<file path="src/rtl/round_countdown_timer.sv">
// Round countdown timer for the two-digit round-time display.
// Counts elapsed seconds 0..ROUND_SEC from a 1 s prescaler tick, handles
// start/pause/clear/kill, and free-runs a digit-scan multiplexer.
module round_countdown_timer #(
  parameter int CLK_HZ    = 50000000,
  parameter int SCAN_DIV  = 50000,
  parameter int ROUND_SEC = 15
) (
  input  logic       clk,
  input  logic       rst_n,
  input  logic       start,
  input  logic       pause,
  input  logic       clear,
  input  logic       kill,
  output logic [3:0] In,
  output logic       flag,
  output logic       digit,
  output logic [1:0] seg_en_n,
  output logic       time_up,
  output logic       running
);

  localparam int unsigned PW = (CLK_HZ > 1) ? $clog2(CLK_HZ) : 1;
  localparam int unsigned SW = (SCAN_DIV > 1) ? $clog2(SCAN_DIV) : 1;

  localparam logic [PW-1:0] PRESC_MAX  = PW'(CLK_HZ - 1);
  localparam logic [SW-1:0] SCAN_MAX   = SW'(SCAN_DIV - 1);
  localparam logic [3:0]    ROUND_LAST = 4'(ROUND_SEC - 1);
  localparam logic [3:0]    ROUND_END  = 4'(ROUND_SEC);

  typedef enum logic [1:0] {
    IDLE  = 2'd0,
    RUN   = 2'd1,
    PAUSE = 2'd2,
    DONE  = 2'd3
  } state_e;

  state_e        state_q, state_d;
  logic [PW-1:0] presc_q, presc_d;
  logic [3:0]    cnt_q, cnt_d;
  logic          flag_q, flag_d;
  logic          time_up_q, time_up_d;
  logic          running_q, running_d;
  logic [SW-1:0] scan_q, scan_d;
  logic          digit_q, digit_d;
  logic [1:0]    seg_q, seg_d;
  logic          tick;
  logic          scan_wrap;

  // Next-state, elapsed count and prescaler; priority clear > kill > start > pause
  always_comb begin
    state_d = state_q;
    cnt_d   = cnt_q;
    presc_d = presc_q;
    tick    = (state_q == RUN) && (presc_q == PRESC_MAX);

    unique case (state_q)
      IDLE: begin
        cnt_d   = '0;
        presc_d = '0;
        if (!clear && start) begin
          state_d = RUN;
        end
      end

      RUN: begin
        presc_d = tick ? '0 : presc_q + PW'(1);
        if (tick) begin
          cnt_d = cnt_q + 4'd1;
        end
        if (clear) begin
          state_d = IDLE;
          cnt_d   = '0;
          presc_d = '0;
        end else if (kill) begin
          // Abort keeps the count reached so far, even on a tick cycle.
          state_d = DONE;
          cnt_d   = cnt_q;
          presc_d = presc_q;
        end else if (tick && (cnt_q == ROUND_LAST)) begin
          state_d = DONE;
          cnt_d   = ROUND_END;
        end else if (!start && pause) begin
          // Any coincident tick has already been counted above.
          state_d = PAUSE;
        end
      end

      PAUSE: begin
        if (clear) begin
          state_d = IDLE;
          cnt_d   = '0;
          presc_d = '0;
        end else if (kill) begin
          state_d = DONE;
        end else if (start) begin
          state_d = RUN;
        end
      end

      DONE: begin
        if (clear) begin
          state_d = IDLE;
          cnt_d   = '0;
          presc_d = '0;
        end else if (start) begin
          state_d = RUN;
          cnt_d   = '0;
          presc_d = '0;
        end
      end

      default: begin
        state_d = IDLE;
        cnt_d   = '0;
        presc_d = '0;
      end
    endcase

    flag_d    = (state_d == DONE);
    running_d = (state_d == RUN);
    time_up_d = (state_d == DONE) && (state_q != DONE);
  end

  // Digit-scan counter; digit and enables are derived together from the wrap
  always_comb begin
    scan_wrap = (scan_q == SCAN_MAX);
    scan_d    = scan_wrap ? '0 : scan_q + SW'(1);
    digit_d   = scan_wrap ? ~digit_q : digit_q;
    seg_d     = digit_d ? 2'b01 : 2'b10;
  end

  // Round state machine and its registered outputs
  always_ff @(posedge clk or negedge rst_n) begin
    if (!rst_n) begin
      state_q   <= IDLE;
      presc_q   <= '0;
      cnt_q     <= '0;
      flag_q    <= 1'b0;
      time_up_q <= 1'b0;
      running_q <= 1'b0;
    end else begin
      state_q   <= state_d;
      presc_q   <= presc_d;
      cnt_q     <= cnt_d;
      flag_q    <= flag_d;
      time_up_q <= time_up_d;
      running_q <= running_d;
    end
  end

  // Free-running scan registers
  always_ff @(posedge clk or negedge rst_n) begin
    if (!rst_n) begin
      scan_q  <= '0;
      digit_q <= 1'b0;
      seg_q   <= 2'b10;
    end else begin
      scan_q  <= scan_d;
      digit_q <= digit_d;
      seg_q   <= seg_d;
    end
  end

  assign In       = cnt_q;
  assign flag     = flag_q;
  assign time_up  = time_up_q;
  assign running  = running_q;
  assign digit    = digit_q;
  assign seg_en_n = seg_q;

endmodule
</file>
<file path="config.mk">
export PLATFORM = sky130hd
export DESIGN_NAME = round_countdown_timer
export DESIGN_NICKNAME = d
export VERILOG_FILES = /design/src/rtl/round_countdown_timer.sv
export SDC_FILE = /design/constraint.sdc
export NUM_CORES = 1
export LEC_CHECK = 0
export CAP_MARGIN = 10
export CORE_ASPECT_RATIO = 1.4
export CORE_MARGIN = 8
export CORE_UTILIZATION = 45
export CTS_CLUSTER_DIAMETER = 50
export CTS_CLUSTER_SIZE = 12
export DETAILED_ROUTE_END_ITERATION = 10
export GPL_TIMING_DRIVEN = 1
export PLACE_DENSITY = 0.59
export REMOVE_ABC_BUFFERS = 1
export SYNTH_ARGS = -nofsm -noshare
export SYNTH_HDL_FRONTEND = slang
export SYNTH_SLANG_ARGS = --single-unit
</file>
<file path="constraint.sdc">
create_clock -name clk -period 3.7 [get_ports clk]
set_input_delay 0.925 -clock clk [delete_from_list [all_inputs] [get_ports clk]]
set_output_delay 0.925 -clock clk [all_outputs]
set_load 0.03 [all_outputs]
</file>
=== Yosys cells after proc, flatten, opt, wreduce, memory -nomap -nowiden ===
Index checks and enable logic that the tools add are counted.

* $add $sub $neg: 3
* Equality and inequality tests: 13
* Muxes and demuxes: 28
* Bitwise operators: 1
* Reduce and logical (&&, ||, !) cells: 10

{| class="wikitable"
|+ Operators by type and width
! operator !! count
|-
| 26-bit 2-to-1 mux || 6
|-
| 26-bit one-hot mux with 4 select lines || 1
|-
| 4-bit 2-to-1 mux || 7
|-
| 26-bit by 1-bit adder with 26-bit output, second input constant || 1
|-
| 26-bit equality test, second input constant || 1
|-
| 2-bit 2-to-1 mux || 10
|-
| 16-bit by 1-bit adder with 16-bit output, second input constant || 1
|-
| 16-bit equality test, second input constant || 1
|-
| 16-bit 2-to-1 mux || 1
|-
| 4-bit one-hot mux with 4 select lines || 1
|-
| 2-bit one-hot mux with 4 select lines || 1
|-
| 2-bit equality test, second input constant || 3
|-
| 3-bit inequality test, second input constant || 2
|-
| 1-bit logical AND || 5
|-
| 4-bit by 1-bit adder with 4-bit output, second input constant || 1
|-
| 2-bit by 1-bit equality test with 1-bit output, second input constant || 2
|-
| 4-bit equality test, second input constant || 1
|-
| 2-bit inequality test, second input constant || 2
|-
| 4-bit by 3-bit inequality test with 1-bit output, second input constant || 1
|-
| 4-bit AND reduction || 1
|-
| 3-bit AND reduction || 1
|-
| 1-bit zero test || 2
|-
| 2-bit zero test || 1
|-
| 1-bit 2-to-1 mux || 1
|-
| 1-bit inverter || 1
|}

* Bits in registers: 54
* Output and inout bits: 10
* Logic and storage cells: 64

=== Logic depth before layout (Yosys ltp) ===
Gate-level depths: netlist (run 1).

* Depth after elaboration: 9
* Gate-level depth with buffers: 8

=== Least setup slack after synthesis (run 1) ===
OpenSTA, ideal clock, no wires.

* Path kind: input to register
* Start: input kill
* End: register presc_q[16]
* Arrival time: 2.279 ns
* Data required time: 3.580 ns
* Setup slack: 1.301 ns
* Stages on the path: 6
* Cells stage by stage: nor4bb_1 > a311oi_1 > clkbuf_1 > clkbuf_1 > nand4_1 > a31o_2

* Word-level cells in the longest chain between the ends: 2

{| class="wikitable"
|+ Ends and longest elaborated chain
! element !! line !! source
|-
| from (decl) || 14 || <nowiki>input logic kill,</nowiki>
|-
| 3-bit inequality test (no source line) || -- ||
|-
| 3-bit AND reduction (no source line) || -- ||
|-
| to (signal assigned) || 144 || <nowiki>presc_q <= presc_d;</nowiki>
|-
| to (decl) || 39 || <nowiki>logic [PW-1:0] presc_q, presc_d;</nowiki>
|}

Every way passes these cells.
A chain may end at the register's enable or synchronous reset.

=== Final worst setup path (run 1) ===
* Start: input start
* End: register presc_q[22]

* Word-level cells in the longest chain between the ends: 2

{| class="wikitable"
|+ Ends and longest elaborated chain
! element !! line !! source
|-
| from (decl) || 11 || <nowiki>input logic start,</nowiki>
|-
| 3-bit inequality test (no source line) || -- ||
|-
| 3-bit AND reduction (no source line) || -- ||
|}

Every way passes these cells.

==> flow_metrics.env, run 1 <==
export IMPL_placementRows=33
export IMPL_cap_viol_max_count=0
export IMPL_maximum_number_of_pins_on_one_net_before_global_route_repair=37
export IMPL_pnr_worst_setup_slack_ns=1.05
export IMPL_route_antenna_remaining_nets=0
export IMPL_synthTopCellsByCount="52 x dfrtp_1, 38 x nor2_1, 21 x xor2_1, 20 x nand4_1, 18 x nand2_1"
export IMPL_die_area_um2=8840
export IMPL_synth_seq_cells=53
export IMPL_timing_critical_path_to_type="flip-flop"
export IMPL_globalRouteTotalUtil_pct=12.8
export IMPL_vdd_drop_max_uv=164
export IMPL_layout_filler_cells=573
export IMPL_timing_final_max_slew_violations=0
export IMPL_crit_required_ns=3.93
export IMPL_floorplan_core_area_um2=5860
export IMPL_tritoncts="built"
export IMPL_clk_transition_reported_paths_ns=0.09
export IMPL_period_share_pct=71.6
export IMPL_numPlacedInstances=355
export IMPL_hold_slack_ns=0.496
export IMPL_clock_sink_count=53
export IMPL_dieWidth_um=81.8
export IMPL_routabilityCongestion=0.838
export IMPL_post_synth_top_area_cell="dfrtp_1"
export IMPL_postSynthCellCount=278
export IMPL_detailedPlace_worstSlack_ns=0.720
export IMPL_synthMostInstantiatedCell="dfrtp_1"
export IMPL_final_layout_size_suffix_gt1_share_pct=6.83
export IMPL_internal_power_mw=0.826
export IMPL_die_span_in_y_um=108
export IMPL_placedInstanceArea_um2=2930
export IMPL_cts_hold_fix_buffers=0
export IMPL_setup_violations_final=0
export IMPL_bufs_on_longest_clock_path=2
export IMPL_synth_simple_gate_area_share_pct=26.5
export IMPL_netlist_top_cells_area="dfrtp_1 48%, xor2_1 6.7%, nor2_1 5.2%, nand4_1 4.6%, xnor2_1 3.9%"
export IMPL_multi_input_comb_area_um2=1320
export IMPL_postCtsResizedCells=0
export IMPL_route_detailed_wl_per_inst_um=14.5
export IMPL_cts_htree_levels=2
export IMPL_design_area_um2=3050
export IMPL_yosys_warnings=0
export IMPL_post_synth_xor_area_fraction_pct=10.6
export IMPL_area_delta_synth_final_pct=11.8
export IMPL_power_share_sequential_pct=56.0
export IMPL_min_to="scan_q[0]$_DFF_PN0_"
export IMPL_synth_top_area_share_pct=47.7
export IMPL_crit_path_start_kind="primary input"
export IMPL_final_hold_violation_count=0
export IMPL_dp_hpwl_um=3730
export IMPL_setup_worst_path_class="primary input to flip-flop"
export IMPL_first_pass_grt_wire_length_um=8910
export IMPL_final_core_utilization_pct=52.0
export IMPL_synth_adder_area_share_pct=1.83
export IMPL_worst_ep_arrival_time_ns=2.88
export IMPL_antenna_found_initial=0
export IMPL_timing_critical_path_fanout_max=20
export IMPL_async_flop_share_pct=100
export IMPL_area_fraction_in_compound_gates_after_synthesis_pct=7.94
export IMPL_stdcell_count=363
export IMPL_synth_enable_flop_cells=0
export IMPL_synth_cell_area_um2=2730
export IMPL_power_switching_mw=0.228
export IMPL_via_count_of_the_first_global_routing_pass=1874
export IMPL_clock_power_share_pct=37.9
export IMPL_slew_limit_headroom_pct=47.7
export IMPL_seqCellArea_um2=1330
export IMPL_routed_via_count=2013
export IMPL_synth_yosys_seq_area_share_pct=48.7
export IMPL_run_status="finished, final reports clean"
export IMPL_worst_slew_pin_transition_ns=0.784
export IMPL_reg2reg_start="presc_q[11]$_DFFE_PN0P_"
export IMPL_reg2regPathDepth=6
export IMPL_design_power_total_mw=1.05
export IMPL_globalRouteOverflowTotal=0
export IMPL_hold_path_cell_count=1
export IMPL_cts_buffers_inserted=5
export IMPL_post_route_min_period_ns=2.65
export IMPL_cts_setup_buffers=0
export IMPL_power_frac_comb_pct=6.0
export IMPL_clock_latency_ns=0.30
export IMPL_p_sw_share_pct=21.6
export IMPL_setup_tns_final_ns=0
export IMPL_synth_mux_area_fraction_pct=1.19
export IMPL_remaining_drc_errors=0
export IMPL_setup_repair_after_global_routing_missed_its_margin="no"
export IMPL_r2r_slack_ns=1.14
export IMPL_timing_hold_worst_start="scan_q[0]$_DFF_PN0_"
export IMPL_drt_initial_drc_count=87
export IMPL_vias_per_cell=5.55
export IMPL_synth_top_family_by_area="simple AND/OR/NAND/NOR gates"
export IMPL_place_port_buffers=15
export IMPL_cts_root_buffer="clkbuf_8"
export IMPL_synthesis_area_per_instance_um2=9.81
export IMPL_post_synth_num_cell_types=47
export IMPL_floorplan_initialDensity_pct=46.5
export IMPL_nNetsFinal=302
export IMPL_static_leak_nw=1.29
export IMPL_min_path_type="flip-flop to flip-flop"
export IMPL_antenna_cells=0
export IMPL_detailedRoute_firstPassIterationCount=4
export IMPL_max_freq_ghz=0.378
export IMPL_ys_flop_type="dfrtp_1"
export IMPL_rr_endpoint="presc_q[6]$_DFFE_PN0P_"
export IMPL_ioPinCount=16
export IMPL_totalWireLength_um=5270
export IMPL_clock_skew_final_ns=0.00720
export IMPL_power_per_cell_area_nw_per_um2=346
## sequential cells by signal (all words and copies together), names as in the netlist
signal and count:
In 4, state_q 2, presc_q 26, scan_q 16, running 1, seg_en_n 2
flag 1, time_up 1
## metal layers
layer | global-route usage (%) | vias to the layer above | share of wire, %
met1 | 15.9 | 966 | 45
li1 | - | 1012 | -
met3 | 2.57 | 7 | 3.7
met4 | 4.91 | 0 | 1.6
met2 | 20.9 | 28 | 49
met5 | 0 | - | 0
## cell usage in the layout (no fill, tap or decap), drive strengths merged, types with 2 or more instances in the layout
| cell type | synthesis | routed |
|---|---|---|
| a21boi | 4 | 4 |
| a21oi | 6 | 6 |
| a31o | 2 | 2 |
| a31oi | 2 | 2 |
| and2 | 4 | 4 |
| and3 | 7 | 7 |
| and4 | 5 | 5 |
| buf | 4 | 4 |
| clkbuf | 7 | 7 |
| clkdlybuf4s50 | 0 | 14 |
| dfrtp | 52 | 52 |
| ha | 4 | 4 |
| inv | 9 | 9 |
| mux2 | 2 | 2 |
| nand2 | 18 | 18 |
| nand2b | 2 | 2 |
| nand3 | 17 | 17 |
| nand4 | 20 | 20 |
| nor2 | 38 | 38 |
| nor3 | 3 | 3 |
| nor4 | 2 | 2 |
| o21ai | 7 | 7 |
| o31ai | 3 | 3 |
| or3 | 3 | 3 |
| or4 | 7 | 7 |
| xnor2 | 12 | 12 |
| xor2 | 21 | 21 |
## power by group through the flow
stage	clock (mW)	combinational [mW]	sequential (mW)
final	0.400	0.0637	0.591
after global placement	0	0.0650	0.602
after detailed placement	0	0.0657	0.602
after floorplan	0	0.0263	0.606
after global routing	0.438	0.0727	0.592
after CTS	0.418	0.0658	0.591
## how the worst max path moves through the flow
stage	slack, ns	endpoint	from	cells past startpoint
2_1_floorplan	0.41	presc_q[22]$_DFFE_PN0P_	kill	5
3_3_place_gp	0.73	presc_q[22]$_DFFE_PN0P_	kill	7
3_5_place_dp	0.72	presc_q[22]$_DFFE_PN0P_	start	7
4_1_cts	1.04	presc_q[22]$_DFFE_PN0P_	start	7
5_1_grt	0.89	presc_q[24]$_DFFE_PN0P_	start	7
6_report	1.05	presc_q[22]$_DFFE_PN0P_	start	7
## worst max-delay path: stages
cell and delay [ns]:
clkdlybuf4s50_1 0.51, nand2_1 0.09, a311oi_2 0.27, buf_4 0.27, nand3_1 0.21, or4_1 0.45, a21oi_1 0.15
## final cells by class
class,instances,share of cell area [%]
Sequential cell,53,43.5
Timing Repair Buffer,18,5.50
Multi-Input combinational cell,205,43.2
Tap cell,70,2.87
Inverter,9,1.11
Clock buffer,7,2.83
Clock inverter,1,0.985
## logic make-up after synthesis
logic type,count (synthesis)
buffers and inverters,20
adder cells (fa/ha/maj),4
multiplexers,3
AND/OR/NAND/NOR,134
XOR/XNOR,33
AO/OA/AOI/OAI,31
flip-flops,53
No activity file was read; power rests on OpenSTA's default activity.
==> run 2, diff against run 1 <==
PLACE_DENSITY = 0.61   (was 0.59)
clock period = 2.3 ns   (was 3.7 ns; I/O delays follow)
==> flow_metrics.env, run 2 (same netlist as run 1, synthesis figures left out) <==
export IMPL_layout_filler_cells=530
export IMPL_die_area_um2=8840
export IMPL_first_pass_grt_wire_length_um=9760
export IMPL_clock_skew_final_ns=0.0123
export IMPL_slew_limit_headroom_pct=61.6
export IMPL_setup_violations_final=0
export IMPL_timing_critical_path_fanout_max=5
export IMPL_totalWireLength_um=5660
export IMPL_cp_depth=5
export IMPL_globalRouteTotalUtil_pct=13.8
export IMPL_multi_input_comb_area_um2=1340
export IMPL_routed_via_count=2150
export IMPL_worst_ep_arrival_time_ns=2.48
export IMPL_placementRows=33
export IMPL_dp_hpwl_um=4180
export IMPL_remaining_drc_errors=0
export IMPL_maximum_number_of_pins_on_one_net_before_global_route_repair=31
export IMPL_cts_root_buffer="clkbuf_8"
export IMPL_globalRouteOverflowTotal=0
export IMPL_setup_tns_final_ns=0
export IMPL_layout_cells_most_common_list="52 x dfrtp_1, 38 x nor2_1, 32 x buf_4"
export IMPL_crit_top_cell="or4_4"
export IMPL_crit_path_start_kind="flip-flop"
export IMPL_seqCellArea_um2=1330
export IMPL_vdd_drop_max_uv=405
export IMPL_via_count_of_the_first_global_routing_pass=2128
export IMPL_cp_num_buf_inv=0
export IMPL_min_path_type="primary input to async pin"
export IMPL_design_power_total_mw=1.64
export IMPL_clock_latency_ns=0.31
export IMPL_antenna_found_initial=0
export IMPL_floorplan_initialDensity_pct=46.5
export IMPL_worst_slew_pin_transition_ns=0.571
export IMPL_clock_sink_count=53
export IMPL_cap_viol_max_count=0
export IMPL_place_port_buffers=15
export IMPL_run_status="finished, final reports clean"
export IMPL_vias_per_cell=5.44
export IMPL_route_detailed_wl_per_inst_um=14.3
export IMPL_cp_top_family="simple AND/OR/NAND/NOR gates"
export IMPL_regMostFlops="presc_q"
export IMPL_cts_hold_fix_buffers=0
export IMPL_routabilityCongestion=0.901
export IMPL_die_span_in_y_um=108
export IMPL_floorplan_core_area_um2=5860
export IMPL_nNetsFinal=334
export IMPL_power_per_cell_area_nw_per_um2=495
export IMPL_timing_final_max_slew_violations=0
export IMPL_cts_htree_levels=2
export IMPL_post_route_min_period_ns=2.29
export IMPL_route_antenna_remaining_nets=0
export IMPL_stdcell_count=395
export IMPL_hold_slack_ns=0.248
export IMPL_detailedRoute_firstPassIterationCount=4
export IMPL_max_freq_ghz=0.437
export IMPL_setup_repair_after_global_routing_missed_its_margin="yes"
export IMPL_drt_initial_drc_count=79
export IMPL_final_hold_violation_count=0
export IMPL_final_layout_size_suffix_gt1_share_pct=18.5
export IMPL_path_cells="or4_4 -> or4_4 -> o21ai_4 -> and2_4 -> mux2_4"
export IMPL_numPlacedInstances=385
export IMPL_cts_buffers_inserted=5
export IMPL_crit_required_ns=2.49
export IMPL_reg2regPathDepth=5
export IMPL_cpPeakStageDelay_ns=0.55
export IMPL_largest_register_ffs=26
export IMPL_antenna_cells=0
export IMPL_static_leak_nw=1.46
export IMPL_dieWidth_um=81.8
export IMPL_bufs_on_longest_clock_path=2
export IMPL_ioPinCount=16
export IMPL_clk_transition_reported_paths_ns=0.10
export IMPL_timing_critical_path_to_type="flip-flop"
export IMPL_setup_worst_path_class="flip-flop to flip-flop"
export IMPL_tritoncts="built"
export IMPL_slowest_stage="or4_4"
export IMPL_area_delta_synth_final_pct=21.4
export IMPL_period_share_pct=99.5
export IMPL_layout_cells_most_common="dfrtp_1"
[run 2: changes by cell type in the layout (fill, tap and decap cells not counted), sizes merged]
cell	before	now
buf	4	36
clkbuf	7	5
bufinv	1	0
clkinv	0	1
clkinvlp	0	1
inv	9	10
[run 2: layer usage]
metal  routed length, um  share of wire, %  track usage [%]  vias up
met5                   0                 0                0        -
met4                 145               2.6             5.42        0
met3                 157               2.8             2.49       11
met2                2800                50             23.1       25
met1                2550                45             17.0     1036
li1                    -                 -                -     1078
[run 2: path summary, 6_finish.rpt]
check,to,slack (ns),from
min in group clk,scan_q[0]$_DFF_PN0_,0.50,scan_q[0]$_DFF_PN0_
hold reg to reg,scan_q[0]$_DFF_PN0_,0.50,scan_q[0]$_DFF_PN0_
setup reg to reg,In[1]$_DFFE_PN0P_,0.01,presc_q[10]$_DFFE_PN0P_
setup / recovery,In[1]$_DFFE_PN0P_,0.01,presc_q[10]$_DFFE_PN0P_
hold / removal,presc_q[2]$_DFFE_PN0P_,0.25,rst_n
max in group asynchronous,seg_en_n[1]$_DFF_PN1_,1.43,rst_n
[run 2: per-stage QoR]
| step | setup slack (ns) | utilization (%) | area, um2 |
|---|---|---|---|
| floorplan | -0.641 | - | 2670 |
| global placement | -0.0750 | 54.1 | 3170 |
| detailed placement | -0.118 | 54.1 | 3170 |
| CTS | 0.00863 | 55.8 | 3270 |
| global route | -0.0307 | 56.5 | 3310 |
| finish | 0.0122 | 56.5 | 3310 |
[run 2: timing repair]
item	in CTS	in global routing
setup buffers	0	2
setup endpoints to repair	26	5
endpoints found under the hold margin	0	0
resized for setup	3	7
pin swaps	1	4
[run 2: worst reg2reg max path: stages, from the launching register on]
cell,delay (ns)
dfrtp_1,0.40
or4_4,0.55
or4_4,0.53
o21ai_4,0.18
and2_4,0.21
mux2_4,0.30
[run 2: area by class of cell]
cell class                 count  area share, %
tap                           70           2.64
multi-input combinational    205           40.5
sequential                    53           40.1
inverter                       9           1.02
timing repair buffer          50           12.9
clock inverter                 3          0.756
clock buffer                   5           2.08
[run 2: where the power goes]
part | switching, mW | internal (mW)
Sequential | 0.00759 | 0.940
Combinational | 0.0773 | 0.0591
Clock | 0.334 | 0.221
==> run 3, diff against run 2 <==
DONT_BUFFER_PORTS = 1   (was default)
PLACE_DENSITY = 0.58   (was 0.61)
==> flow_metrics.env, run 3 (same netlist as run 1, synthesis figures left out) <==
export IMPL_internal_power_mw=1.30
export IMPL_area_delta_synth_final_pct=12.9
export IMPL_startpoint="presc_q[8]$_DFFE_PN0P_"
export IMPL_period_share_pct=97.0
export IMPL_floorplan_initialDensity_pct=46.5
export IMPL_place_port_buffers=0
export IMPL_tritoncts="built"
export IMPL_layout_cells_most_common_list="52 x dfrtp_1, 38 x nor2_1, 22 x buf_4"
export IMPL_post_route_min_period_ns=2.23
export IMPL_first_pass_grt_wire_length_um=9740
export IMPL_clock_power_share_pct=37.6
export IMPL_crit_required_ns=2.54
export IMPL_bufs_on_longest_clock_path=2
export IMPL_max_freq_ghz=0.448
export IMPL_cts_buffers_inserted=5
export IMPL_crit_end="In[3]$_DFFE_PN0P_"
export IMPL_wl_met3_um=177
export IMPL_globalRouteOverflowTotal=0
export IMPL_remaining_drc_errors=0
export IMPL_timing_critical_path_fanout_max=6
export IMPL_clk_transition_reported_paths_ns=0.09
export IMPL_timing_final_max_slew_violations=0
export IMPL_run_status="finished, final reports clean"
export IMPL_floorplan_core_area_um2=5860
export IMPL_routed_via_count=2050
export IMPL_reg2reg_start="presc_q[8]$_DFFE_PN0P_"
export IMPL_power_per_cell_area_nw_per_um2=547
export IMPL_clock_skew_final_ns=0.00992
export IMPL_numPlacedInstances=358
export IMPL_maximum_number_of_pins_on_one_net_before_global_route_repair=53
export IMPL_die_span_in_y_um=108
export IMPL_highest_layer="met4"
export IMPL_vias_per_cell=5.57
export IMPL_route_antenna_remaining_nets=0
export IMPL_wl_met2_um=2670
export IMPL_dieWidth_um=81.8
export IMPL_worst_slew_pin_transition_ns=0.580
export IMPL_via_count_of_the_first_global_routing_pass=2094
export IMPL_detailedRoute_firstPassIterationCount=4
export IMPL_ioPinCount=16
export IMPL_cts_htree_levels=2
export IMPL_power_switching_mw=0.384
export IMPL_die_area_um2=8840
export IMPL_stdcell_count=368
export IMPL_nNetsFinal=307
export IMPL_p_sw_share_pct=22.8
export IMPL_wl_met1_um=2480
export IMPL_power_share_sequential_pct=56.8
export IMPL_drt_initial_drc_count=101
export IMPL_min_path_type="primary input to async pin"
export IMPL_timing_critical_path_to_type="flip-flop"
export IMPL_route_detailed_wl_per_inst_um=14.9
export IMPL_totalWireLength_um=5500
export IMPL_placementRows=33
export IMPL_rr_endpoint="In[3]$_DFFE_PN0P_"
export IMPL_routabilityCongestion=0.851
export IMPL_cap_viol_max_count=0
export IMPL_clock_latency_ns=0.31
export IMPL_clock_sink_count=53
export IMPL_setup_violations_final=0
export IMPL_vdd_drop_max_uv=277
export IMPL_cts_root_buffer="clkbuf_8"
export IMPL_static_leak_nw=1.35
export IMPL_largest_register_ffs=26
export IMPL_power_frac_comb_pct=5.6
export IMPL_worst_ep_arrival_time_ns=2.47
export IMPL_regMostFlops="presc_q"
export IMPL_multi_input_comb_area_um2=1320
export IMPL_design_power_total_mw=1.68
export IMPL_antenna_found_initial=0
export IMPL_crit_path_start_kind="flip-flop"
export IMPL_r2r_slack_ns=0.07
export IMPL_reg2regPathDepth=5
export IMPL_dp_hpwl_um=4040
export IMPL_antenna_cells=0
export IMPL_layout_cells_most_common="dfrtp_1"
export IMPL_globalRouteTotalUtil_pct=13.8
export IMPL_final_layout_size_suffix_gt1_share_pct=14.1
export IMPL_layout_filler_cells=568
export IMPL_setup_worst_path_class="flip-flop to flip-flop"
export IMPL_final_hold_violation_count=0
export IMPL_seqCellArea_um2=1330
export IMPL_setup_repair_after_global_routing_missed_its_margin="no"
export IMPL_slew_limit_headroom_pct=61.4
[run 3: cell types whose count changed in the layout (fill, tap and decap cells not counted), moves of 2 or more]
cell / previous run / this run
clkdlybuf4s50_1: 14 / 0
buf_4: 32 / 22
buf_6: 2 / 0
mux2_1: 0 / 2
mux2_4: 2 / 0
[run 3: power by group through the flow]
stage	combinational, mW	clock [mW]	sequential, mW
after floorplan	0.0423	0	0.975
after global placement	0.0707	0	0.976
after detailed placement	0.0709	0	0.976
after CTS	0.0952	0.662	0.957
after global routing	0.107	0.693	0.959
final	0.0939	0.633	0.957
[run 3: area by class of cell]
class,count,share of cell area (%)
multi-input combinational,205,43.0
clock buffer,5,2.23
clock inverter,3,1.50
tap,70,2.84
sequential,53,43.1
timing repair buffer,23,6.26
inverter,9,1.10
[run 3: routing by layer]
metal	global-route usage (%)	vias up
met4	5.79	0
li1	-	1021
met1	17.4	994
met5	0	-
met3	2.57	11
met2	22.4	24
[run 3: what timing repair did]
item / CTS / global route
buffers inserted: 0 / 1
endpoints found under the hold margin: 52 / 0
pin swaps: 0 / 1
hold buffers: 1 / 0
setup endpoints to repair: 2 / 18
resized for setup: 1 / 2
cloned: 0 / 0
[run 3: worst min path at each step]
stage / end / cells after the start / slack [ns]
finish: seg_en_n[1]$_DFF_PN1_ / 0 / 0.11
global placement: flag$_DFF_PN0_ / 0 / 0.28
global route: seg_en_n[1]$_DFF_PN1_ / 0 / 0.09
detailed placement: flag$_DFF_PN0_ / 0 / 0.28
CTS: seg_en_n[1]$_DFF_PN1_ / 0 / 0.09
floorplan: In[0]$_DFFE_PN0P_ / 0 / 0.28
[run 3: stage by stage]
step | util, % | setup TNS (ns) | worst slack (ns) | hold slack, ns | instance area (um2)
finish | 52.5 | 0 | 0.0685 | 0.108 | 3080
global route | 52.5 | 0 | 0.00497 | 0.0868 | 3080
floorplan | - | -7.85 | -0.641 | 0.279 | 2670
detailed placement | 49.9 | -0.0123 | -0.00646 | 0.281 | 2920
CTS | 52.3 | 0 | 0.00178 | 0.0936 | 3070
global placement | 49.9 | 0 | 0.0422 | 0.281 | 2920
[run 3: critical path: stages (launching register included)]
cell	delay (ns)
dfrtp_1	0.40
or4_1	0.51
or4_4	0.46
or4_4	0.54
o31ai_1	0.09
a22o_1	0.16
